==> config.mk <==
export PLATFORM = sky130hd
export DESIGN_NAME = fifo_sync_param_flat
export DESIGN_NICKNAME = d
export VERILOG_FILES = /design/src/rtl/fifo_pkg.sv /design/src/rtl/fifo_sync_param_if.sv /design/src/rtl/fifo_mem.sv /design/src/rtl/fifo_sync_param.sv /design/src/flat_wrapper.sv
export SDC_FILE = /design/constraint.sdc
export NUM_CORES = 1
export LEC_CHECK = 0
export BUFFER_PORTS_ARGS = -buffer_cell sky130_fd_sc_hd__buf_2
export CAP_MARGIN = 20
export CORE_MARGIN = 2
export CORE_UTILIZATION = 64
export CTS_CLUSTER_DIAMETER = 60
export DETAILED_ROUTE_END_ITERATION = 8
export GPL_TIMING_DRIVEN = 0
export HOLD_SLACK_MARGIN = 0.03
export PLACE_DENSITY_LB_ADDON = 0.08
export SETUP_SLACK_MARGIN = 0.4
export SYNTH_ARGS = -nofsm -noshare
export SYNTH_HDL_FRONTEND = slang
export SYNTH_SLANG_ARGS = --single-unit
==> constraint.sdc <==
create_clock -name clk -period 4.8 [get_ports clk]
set_input_delay 0.48 -clock clk [delete_from_list [all_inputs] [get_ports clk]]
set_output_delay 0.48 -clock clk [all_outputs]
set_load 0.05 [all_outputs]
==> src/rtl/fifo_pkg.sv <==
// rtl/fifo_pkg.sv - shared defaults and pointer/count helpers for the parametrised FIFO
package fifo_pkg;

    localparam int DEF_FIFO_WIDTH = 16;
    localparam int DEF_FIFO_DEPTH = 8;

    // Count must hold 0..depth inclusive, hence one bit more than the pointer.
    function automatic int cnt_w(input int depth);
        return $clog2(depth) + 1;
    endfunction

    function automatic int next_ptr(input int ptr, input int depth);
        return (ptr == depth - 1) ? 0 : ptr + 1;
    endfunction

endpackage

==> src/rtl/fifo_sync_param_if.sv <==
// rtl/fifo_sync_param_if.sv - producer/consumer handshake and status bundle of the FIFO
interface fifo_sync_param_if
    import fifo_pkg::*;
#(
    parameter int FIFO_WIDTH = DEF_FIFO_WIDTH,
    parameter int CW         = cnt_w(DEF_FIFO_DEPTH)
);
    logic                  flush;
    logic                  wr_en;
    logic [FIFO_WIDTH-1:0] data_in;
    logic                  rd_en;
    logic [FIFO_WIDTH-1:0] data_out;
    logic                  wr_ack;
    logic                  overflow;
    logic                  underflow;
    logic                  full;
    logic                  empty;
    logic                  almostfull;
    logic                  almostempty;
    logic [CW-1:0]         count;

    modport master (
        output flush, wr_en, data_in, rd_en,
        input  data_out, wr_ack, overflow, underflow,
        input  full, empty, almostfull, almostempty, count
    );

    modport slave (
        input  flush, wr_en, data_in, rd_en,
        output data_out, wr_ack, overflow, underflow,
        output full, empty, almostfull, almostempty, count
    );
endinterface

==> src/rtl/fifo_mem.sv <==
// rtl/fifo_mem.sv - dual-port storage: synchronous write, asynchronous read address
module fifo_mem #(
    parameter int FIFO_WIDTH = 16,
    parameter int FIFO_DEPTH = 8
) (
    input  logic                          clk,
    input  logic                          we,
    input  logic [$clog2(FIFO_DEPTH)-1:0] waddr,
    input  logic [FIFO_WIDTH-1:0]         wdata,
    input  logic [$clog2(FIFO_DEPTH)-1:0] raddr,
    output logic [FIFO_WIDTH-1:0]         rdata
);
    logic [FIFO_WIDTH-1:0] mem [FIFO_DEPTH];

    always_ff @(posedge clk) begin
        if (we) begin
            mem[waddr] <= wdata;
        end
    end

    assign rdata = mem[raddr];
endmodule

==> src/rtl/fifo_sync_param.sv <==
// rtl/fifo_sync_param.sv - parametrised synchronous FIFO; FIFO_FWFT_EN selects first-word-fall-through reads
module fifo_sync_param
    import fifo_pkg::*;
#(
    parameter int FIFO_WIDTH = DEF_FIFO_WIDTH,
    parameter int FIFO_DEPTH = DEF_FIFO_DEPTH,
    parameter int AFULL_LVL  = FIFO_DEPTH - 1,
    parameter int AEMPTY_LVL = 1
) (
    input  logic             clk,
    input  logic             rst_n,
    fifo_sync_param_if.slave bus
);
    localparam int CW = cnt_w(FIFO_DEPTH);
    localparam int PW = $clog2(FIFO_DEPTH);

    logic [PW-1:0]         wr_ptr;
    logic [PW-1:0]         rd_ptr;
    logic [CW-1:0]         count;
    logic                  wr_ack;
    logic                  overflow;
    logic                  underflow;
    logic                  full;
    logic                  empty;
    logic                  wr_ok;
    logic                  rd_ok;
    logic [FIFO_WIDTH-1:0] rdata;

    assign full  = (count == CW'(FIFO_DEPTH));
    assign empty = (count == '0);

    // A full FIFO refuses the write even when a read frees a slot on the same edge.
    assign wr_ok = !bus.flush && bus.wr_en && !full;
    assign rd_ok = !bus.flush && bus.rd_en && !empty;

    fifo_mem #(
        .FIFO_WIDTH (FIFO_WIDTH),
        .FIFO_DEPTH (FIFO_DEPTH)
    ) u_mem (
        .clk   (clk),
        .we    (wr_ok),
        .waddr (wr_ptr),
        .wdata (bus.data_in),
        .raddr (rd_ptr),
        .rdata (rdata)
    );

    always_ff @(posedge clk or negedge rst_n) begin
        if (!rst_n) begin
            wr_ptr    <= '0;
            rd_ptr    <= '0;
            count     <= '0;
            wr_ack    <= 1'b0;
            overflow  <= 1'b0;
            underflow <= 1'b0;
        end else if (bus.flush) begin
            wr_ptr    <= '0;
            rd_ptr    <= '0;
            count     <= '0;
            wr_ack    <= 1'b0;
            overflow  <= 1'b0;
            underflow <= 1'b0;
        end else begin
            if (wr_ok) begin
                wr_ptr <= PW'(next_ptr(int'(wr_ptr), FIFO_DEPTH));
            end
            if (rd_ok) begin
                rd_ptr <= PW'(next_ptr(int'(rd_ptr), FIFO_DEPTH));
            end
            if (wr_ok && !rd_ok) begin
                count <= count + CW'(1);
            end else if (rd_ok && !wr_ok) begin
                count <= count - CW'(1);
            end
            wr_ack    <= wr_ok;
            overflow  <= bus.wr_en && full;
            underflow <= bus.rd_en && empty;
        end
    end

`ifdef FIFO_FWFT_EN
    assign bus.data_out = empty ? '0 : rdata;
`else
    logic [FIFO_WIDTH-1:0] dout_q;

    always_ff @(posedge clk or negedge rst_n) begin
        if (!rst_n) begin
            dout_q <= '0;
        end else if (rd_ok) begin
            dout_q <= rdata;
        end
    end

    assign bus.data_out = dout_q;
`endif

    assign bus.count       = count;
    assign bus.full        = full;
    assign bus.empty       = empty;
    assign bus.almostfull  = (count >= CW'(AFULL_LVL)) && !full;
    assign bus.almostempty = (count <= CW'(AEMPTY_LVL)) && !empty;
    assign bus.wr_ack      = wr_ack;
    assign bus.overflow    = overflow;
    assign bus.underflow   = underflow;
endmodule

==> src/flat_wrapper.sv <==
// flat-port wrapper written by rule: the top's interface ports become plain ports
module fifo_sync_param_flat import fifo_pkg::*;
#(
    parameter int FIFO_WIDTH = DEF_FIFO_WIDTH,
    parameter int FIFO_DEPTH = DEF_FIFO_DEPTH,
    parameter int AFULL_LVL  = FIFO_DEPTH - 1,
    parameter int AEMPTY_LVL = 1
)
  (clk, rst_n, bus_flush, bus_wr_en, bus_data_in, bus_rd_en, bus_data_out, bus_wr_ack, bus_overflow, bus_underflow, bus_full, bus_empty, bus_almostfull, bus_almostempty, bus_count);
  fifo_sync_param_if #(.FIFO_WIDTH(FIFO_WIDTH), .CW(4)) bus_i ();
  input  logic clk;
  input  logic rst_n;
  input wire logic [$bits(bus_i.flush)-1:0] bus_flush;
  input wire logic [$bits(bus_i.wr_en)-1:0] bus_wr_en;
  input wire logic [$bits(bus_i.data_in)-1:0] bus_data_in;
  input wire logic [$bits(bus_i.rd_en)-1:0] bus_rd_en;
  output wire logic [$bits(bus_i.data_out)-1:0] bus_data_out;
  output wire logic [$bits(bus_i.wr_ack)-1:0] bus_wr_ack;
  output wire logic [$bits(bus_i.overflow)-1:0] bus_overflow;
  output wire logic [$bits(bus_i.underflow)-1:0] bus_underflow;
  output wire logic [$bits(bus_i.full)-1:0] bus_full;
  output wire logic [$bits(bus_i.empty)-1:0] bus_empty;
  output wire logic [$bits(bus_i.almostfull)-1:0] bus_almostfull;
  output wire logic [$bits(bus_i.almostempty)-1:0] bus_almostempty;
  output wire logic [$bits(bus_i.count)-1:0] bus_count;
  assign bus_i.flush = bus_flush;
  assign bus_i.wr_en = bus_wr_en;
  assign bus_i.data_in = bus_data_in;
  assign bus_i.rd_en = bus_rd_en;
  assign bus_data_out = bus_i.data_out;
  assign bus_wr_ack = bus_i.wr_ack;
  assign bus_overflow = bus_i.overflow;
  assign bus_underflow = bus_i.underflow;
  assign bus_full = bus_i.full;
  assign bus_empty = bus_i.empty;
  assign bus_almostfull = bus_i.almostfull;
  assign bus_almostempty = bus_i.almostempty;
  assign bus_count = bus_i.count;
  fifo_sync_param #(.FIFO_WIDTH(FIFO_WIDTH), .FIFO_DEPTH(FIFO_DEPTH), .AFULL_LVL(AFULL_LVL), .AEMPTY_LVL(AEMPTY_LVL)) u_core (.clk(clk), .rst_n(rst_n), .bus(bus_i));
endmodule
==> impl_metrics.json, run 1 <==
{
  "ys_seq_area_share_pct": 73.13,
  "dr.pass1.iters": 7,
  "crit_required_ps": 5030,
  "reg2reg_slack_ps": 1900,
  "fin_crit_sh_pct": 60.35,
  "syn_to_final_growth_pct": 17.28,
  "via_per_inst": 5.962,
  "reg2reg_to": "u_core.u_mem.mem[1][0]",
  "setup_viol": 0,
  "netlist_instances": 337,
  "die_width_um": 102.8,
  "grt_pass1_wl_um": 18500,
  "die_area_sq_mm": 0.01057,
  "reg2regPathDepth": 8,
  "floorplan.initialDensity_pct": 64.82,
  "n_fill_cell": 563,
  "synth_area_per_cell_sq_um": 18.54,
  "clkSinkCount": 157,
  "track_usage_pct": 25.38,
  "clk_path_buf_depth": 2,
  "postPlaceCellArea_sq_mm": 0.006789,
  "cts_root_buf": "clkbuf_8",
  "synthArstFlopShare_pct": 18.47,
  "drc": 0,
  "path_cells": "inv_1, ha_1, nand3b_1, nand2_1, inv_1, nand2_1, nor3_2, buf_4",
  "dp_hpwl_um": 7762,
  "syn_area_sq_mm": 0.006248,
  "avgRoutedWirePerCell_um": 22.11,
  "hold_class": "primary input to register",
  "coreArea_sq_mm": 0.009639,
  "reg2reg_from": "u_core.bus.count[1]",
  "cts_buffers": 17,
  "grt_max_degree": 30,
  "power.leakage_nw": 2.632,
  "ys_types": 35,
  "finish.instance_area_sq_mm": 0.007328,
  "tns_ps": 0,
  "ys.flop_type": "edfxtp_1",
  "hp-start": "bus_data_in[14]",
  "gp_congestion": 0.7842,
  "skew_ps": 6.075,
  "drt_iter0_drc": 268,
  "run_status": "complete, no violations",
  "row_count": 36,
  "n_antenna_cell": 0,
  "layout-drive-gt1-share_pct": 33.57,
  "syn_nets": 366,
  "die_h_um": 102.8,
  "synth-edff-count": 128,
  "timing_worst_setup_path_type": "register to register",
  "fin_nets": 442,
  "setup.worst_path.end": "u_core.u_mem.mem[1][0]",
  "relSlewSlack_pct": 31.14,
  "slowest_delay_ps": 630,
  "fmax_mhz": 345.2,
  "grt-ovfl-total": 0,
  "wirelength_um": 12360,
  "cts_tree": "built",
  "io_buffers": 47,
  "ir_drop_v": 0.0003502,
  "finalMaxSlewViolations": 0,
  "pin_count": 48,
  "clk_transition_reported_paths_ps": 60,
  "synth_warnings": 0,
  "crit_fanout": 9,
  "synth-seq-cells": 157,
  "finalHoldViolations": 0,
  "start_kind": "register",
  "dr_total_vias": 3333,
  "slowest_stage": "nor3_2",
  "clock_latency_ps": 530,
  "worstMarginPinSlew_ps": 1027,
  "rsz0062_at_grt": "false",
  "end_kind": "register",
  "antenna_found_initial": 0,
  "ant_nets": 0,
  "grt_pass1_vias": 3235,
  "fin_crit_ps": 2897,
  "h-tree-depth": 4,
  "maxCapViolCount": 0,
  "cp_data_arrival_time_ps": 3130,
  "cellPowerDensity_mw_per_mm2": 557.5,
  "critPathLaunch": "u_core.bus.count[1]"
}
-- metal layers --
| metal | wire length (um) | share of wire (%) | GRT usage [%] | vias to the layer above |
|---|---|---|---|---|
| met4 | 233 | 1.9 | 9.919 | 0 |
| met1 | 5030 | 41 | 33.48 | 1699 |
| li1 | - | - | - | 1486 |
| met5 | 0 | 0 | 0 | - |
| met3 | 705 | 5.7 | 5.695 | 22 |
| met2 | 6391 | 52 | 42.03 | 126 |
-- synth_stat cells, drive strengths merged (3+ instances only) --
master,number,area (sq um)
buf,13,75.07
clkbuf,3,11.26
dfrtp,29,725.7
edfxtp,128,3844
ha,8,100.1
inv,8,30.03
mux2i,19,190.2
mux4,32,720.7
nand2,31,132.6
nand2b,5,31.28
nand3b,5,37.54
nor2,6,22.52
nor3,5,25.02
o21ai,21,105.1
-- layout by cell type (no fill, tap or decap), drive strengths merged, types with 2 or more instances in the layout --
cell type / synthesis / routed
edfxtp: 128 / 128
buf: 13 / 69
mux4: 32 / 32
nand2: 31 / 31
dfrtp: 29 / 29
clkbuf: 3 / 25
o21ai: 21 / 21
mux2i: 19 / 19
inv: 8 / 9
ha: 8 / 8
nor2: 6 / 6
nand3b: 5 / 5
nand2b: 5 / 5
nor3: 5 / 5
clkinv: 0 / 5
clkinvlp: 0 / 4
nor2b: 2 / 2
nand3: 2 / 2
nand4: 2 / 2
o311ai: 2 / 2
nor4: 2 / 2
-- worst min path at each step --
stage | endpoint | slack (ps) | cells after the start
after floorplan | u_core.bus.count[0] | 180 | 0
after global placement | u_core.bus.data_out[7] | 460 | 2
final | u_core.u_mem.mem[6][14] | 210 | 1
after detailed placement | u_core.bus.data_out[11] | 460 | 2
after global routing | u_core.u_mem.mem[0][12] | 220 | 1
after CTS | u_core.u_mem.mem[3][14] | 200 | 1
-- sequential cells by signal, indices dropped and copies added, names as in the netlist --
signal / count
u_core.bus.count: 4
u_core.bus.data_out: 16
u_core.bus.overflow: 1
u_core.bus.underflow: 1
u_core.bus.wr_ack: 1
u_core.rd_ptr: 3
u_core.u_mem.mem: 128
u_core.wr_ptr: 3
-- through the flow --
| stage | util [%] | total power (W) | hold WS, ps | std cells | setup WS [ps] |
|---|---|---|---|---|---|
| floorplan | - | 0.002623 | 184.4 | 337 | 1199 |
| global placement | 68.99 | 0.002881 | 455.7 | 517 | -76.89 |
| detailed placement | 70.43 | 0.002911 | 464.8 | 526 | 1944 |
| CTS | 76.03 | 0.004105 | 201.4 | 559 | 1905 |
| global route | 76.03 | 0.004246 | 221.9 | 559 | 1639 |
| finish | 76.03 | 0.004086 | 212.4 | 559 | 1903 |
-- cell families after synthesis --
family / share of synthesized area (%)
AO/OA/AOI/OAI: 3.124
XOR/XNOR: 0.1402
adder cells (fa/ha/maj): 1.602
buffers and inverters: 1.862
flip-flops: 73.13
multiplexers: 14.58
AND/OR/NAND/NOR: 5.567
-- final cells by class --
class	count	area, sq um	area share (%)
plain buffers	16	86.33	1.178
clock buffers	22	462.9	6.317
clock inverters	10	66.31	0.9049
inverters	8	30.03	0.4098
multi-input cells	156	1597	21.79
flip-flops and latches	157	4569	62.35
well taps	133	166.4	2.271
repair buffers	57	350.3	4.781
-- worst max-delay path, delay by kind of cell (launching register included) --
kind,cells,cell delay (ps)
AND/OR/NAND/NOR,4,1140
buffers and inverters,3,640
flip-flops,1,520
adder cells (fa/ha/maj),1,290
-- timing repair --
item / CTS / global route
buffers inserted: 0 / 0
endpoints found under the hold margin: 3 / 0
hold buffers: 1 / 0
gates resized for setup: 0 / 0
-- power breakdown --
group	switching (W)	internal [W]	total [W]	leakage [nW]
registers	0.0000874	0.00159	0.00168	1.53
clock network	0.000518	0.000674	0.00119	0.251
logic	0.000787	0.000424	0.00121	0.850
total	0.00139	0.00269	0.00409	2.63
Power figures use the tool's default switching activity.
==> run 2, diff against run 1 <==
ABC_AREA = 1   (was unset)
CORE_UTILIZATION = 54   (was 64)
clock period = 2.45 ns   (was 4.8 ns; I/O delays follow)
==> run 2 against run 1 <==
Compared with the run above: clock power grew 100%; critical path depth is 3 lower; flip-flop and latch count stayed put; clock skew increased by 2.3 ps; sequential power grew 94%; register-to-register slack worse by 1300 ps; area after synthesis up 3.0%; the flow now finishes with violations (design-rule violations); wire length rose by 20%; largest cell class unchanged; synthesized cell count up 66%; power grew 110%; cell count grew 43%; sequential share of layout area down 3.1 points.
==> impl_metrics.json, run 2 <==
{
  "run_status": "complete, but fails checks",
  "violations": "design-rule violations",
  "slowest_stage": "dfrtp_2",
  "slowest_delay_ps": 420,
  "drt_iter0_drc": 450,
  "timing_worst_setup_path_type": "register to output port",
  "yosys-top-cells-count": "nor2_1, edfxtp_1, nand2_1",
  "ant_nets": 0,
  "tns_ps": 0,
  "wirelength_um": 14820,
  "track_usage_pct": 25.03,
  "rsz0062_at_grt": "false",
  "end_kind": "output port",
  "row_count": 39,
  "coreArea_sq_mm": 0.01152,
  "fmax_mhz": 518.3,
  "relSlewSlack_pct": 51.87,
  "synth-seq-cells": 157,
  "grt-ovfl-total": 0,
  "ys_seq_area_share_pct": 71.00,
  "synth_warnings": 0,
  "io_buffers": 47,
  "ir_drop_v": 0.0008151,
  "crit_fanout": 6,
  "dr.pass1.iters": 7,
  "grt_pass1_wl_um": 23220,
  "n_antenna_cell": 0,
  "synthArstFlopShare_pct": 18.47,
  "synth_area_per_cell_sq_um": 11.47,
  "gp_congestion": 0.8596,
  "cts_root_buf": "clkbuf_16",
  "dr_total_vias": 4405,
  "layout-drive-gt1-share_pct": 21.07,
  "die_h_um": 113.2,
  "finalMaxSlewViolations": 0,
  "fin_nets": 671,
  "cts_tree": "built",
  "clk_transition_reported_paths_ps": 60,
  "die_width_um": 113.2,
  "cellPowerDensity_mw_per_mm2": 1118,
  "largest_reg_flops": 128,
  "final_common_cell": "nor2_1",
  "floorplan.initialDensity_pct": 55.89,
  "cts_buffers": 17,
  "dp_hpwl_um": 8948,
  "via_per_inst": 5.520,
  "syn_area_sq_mm": 0.006436,
  "ys.flop_type": "edfxtp_1",
  "syn_nets": 590,
  "worstMarginPinSlew_ps": 721.9,
  "pin_count": 48,
  "finish.instance_area_sq_mm": 0.007717,
  "power.leakage_nw": 3.019,
  "synth.area.top_cells": "edfxtp_1, dfrtp_1, nor2_1, nand3_1, nand2_1",
  "crit_required_ps": 2200,
  "syn_to_final_growth_pct": 19.91,
  "grt_max_degree": 30,
  "antenna_found_initial": 1,
  "fin_crit_ps": 1929,
  "die_area_sq_mm": 0.01281,
  "setup_viol": 0,
  "synth_top_cell_area_share_pct": 59.72,
  "synth-edff-count": 128,
  "h-tree-depth": 4,
  "start_kind": "register",
  "cp_data_arrival_time_ps": 1680,
  "path_cells": "buf_4, ha_1, o21ai_0, nor2_2, buf_2",
  "avgRoutedWirePerCell_um": 18.57,
  "ys_types": 26,
  "crit_buf_inv": 2,
  "n_fill_cell": 860,
  "drc": 4,
  "yosysTopAreaCell": "edfxtp_1",
  "finalHoldViolations": 0,
  "netlist_instances": 561,
  "clk_path_buf_depth": 2,
  "top_register": "u_core.u_mem.mem",
  "fin_crit_sh_pct": 78.75,
  "clkSinkCount": 157,
  "cp_top_family": "flip-flops",
  "synth.most_common_cell": "nor2_1",
  "clock_latency_ps": 420,
  "final_cell_mix": "nor2_1, edfxtp_1, nand2_1",
  "hold_class": "primary input to register",
  "postPlaceCellArea_sq_mm": 0.006948,
  "maxCapViolCount": 0,
  "grt_pass1_vias": 4248,
  "skew_ps": 8.332
}
-- run 2: per-layer routing --
layer,up-vias,routed length [um],track usage [%]
met3,27,943,6.213
li1,2093,-,-
met5,-,7,0
met4,2,371,11.30
met1,2109,6544,34.42
met2,174,6948,38.20
-- run 2: final timing paths --
kind                                              start                       to  slack (ps)  cells past startpoint
worst max-delay path                u_core.bus.count[0]          bus_almostempty         520                      5
worst min-delay path                    bus_data_in[14]  u_core.u_mem.mem[6][14]          90                      1
worst max register to register      u_core.bus.count[1]   u_core.u_mem.mem[6][4]         590                      8
worst min register to register  u_core.bus.data_out[11]  u_core.bus.data_out[11]         470                      2
max in group asynchronous                         rst_n      u_core.bus.count[1]        1520                      2
min in group asynchronous                         rst_n   u_core.bus.data_out[5]         420                      2
-- run 2: cell type report --
cell class | instances | area, sq um | share of cell area [%]
Clock buffer | 24 | 481.7 | 6.242
Clock inverter | 8 | 66.31 | 0.8593
Timing Repair Buffer | 62 | 456.7 | 5.918
Sequential cell | 157 | 4572 | 59.24
Inverter | 18 | 70.07 | 0.9079
Buffer | 28 | 158.9 | 2.059
Multi-Input combinational cell | 358 | 1733 | 22.45
Tap cell | 143 | 178.9 | 2.318
-- run 2: logic make-up after synthesis --
logic type / share of synthesized area [%]
simple gates: 17.63
flops: 71.00
compound gates: 6.027
buf+inv: 3.519
fa+ha+maj: 1.555
xor+xnor: 0.2722
-- run 2: through the flow --
stage / instances / worst slack, ps / hold WS (ps) / power (W) / util (%)
after detailed placement: 751 / 239.5 / 339.6 / 0.006180 / 60.33
after CTS: 795 / 402.2 / 69.95 / 0.008623 / 66.76
after global routing: 798 / 417.6 / 89.48 / 0.009036 / 67.01
final: 798 / 520.6 / 85.76 / 0.008624 / 67.01
after floorplan: 561 / 360.3 / -50.59 / 0.005401 / -
after global placement: 751 / 254.2 / 328.0 / 0.006119 / 60.33
-- run 2: power breakdown --
| group | switching (W) | internal (W) | total (W) | leakage, nW |
|---|---|---|---|---|
| Sequential | 0.000127 | 0.00313 | 0.00326 | 1.53 |
| Clock | 0.000957 | 0.00146 | 0.00242 | 0.271 |
| Combinational | 0.00212 | 0.000827 | 0.00294 | 1.22 |
| Total | 0.00320 | 0.00542 | 0.00862 | 3.02 |
-- run 2: what timing repair did --
action | 4_1_cts | 5_1_grt
resized for setup | 0 | 3
hold buffers | 1 | 0
pin swaps | 7 | 2
endpoints found under the setup margin | 129 | 1
buffers inserted | 11 | 3
hold endpoints to repair | 29 | 0
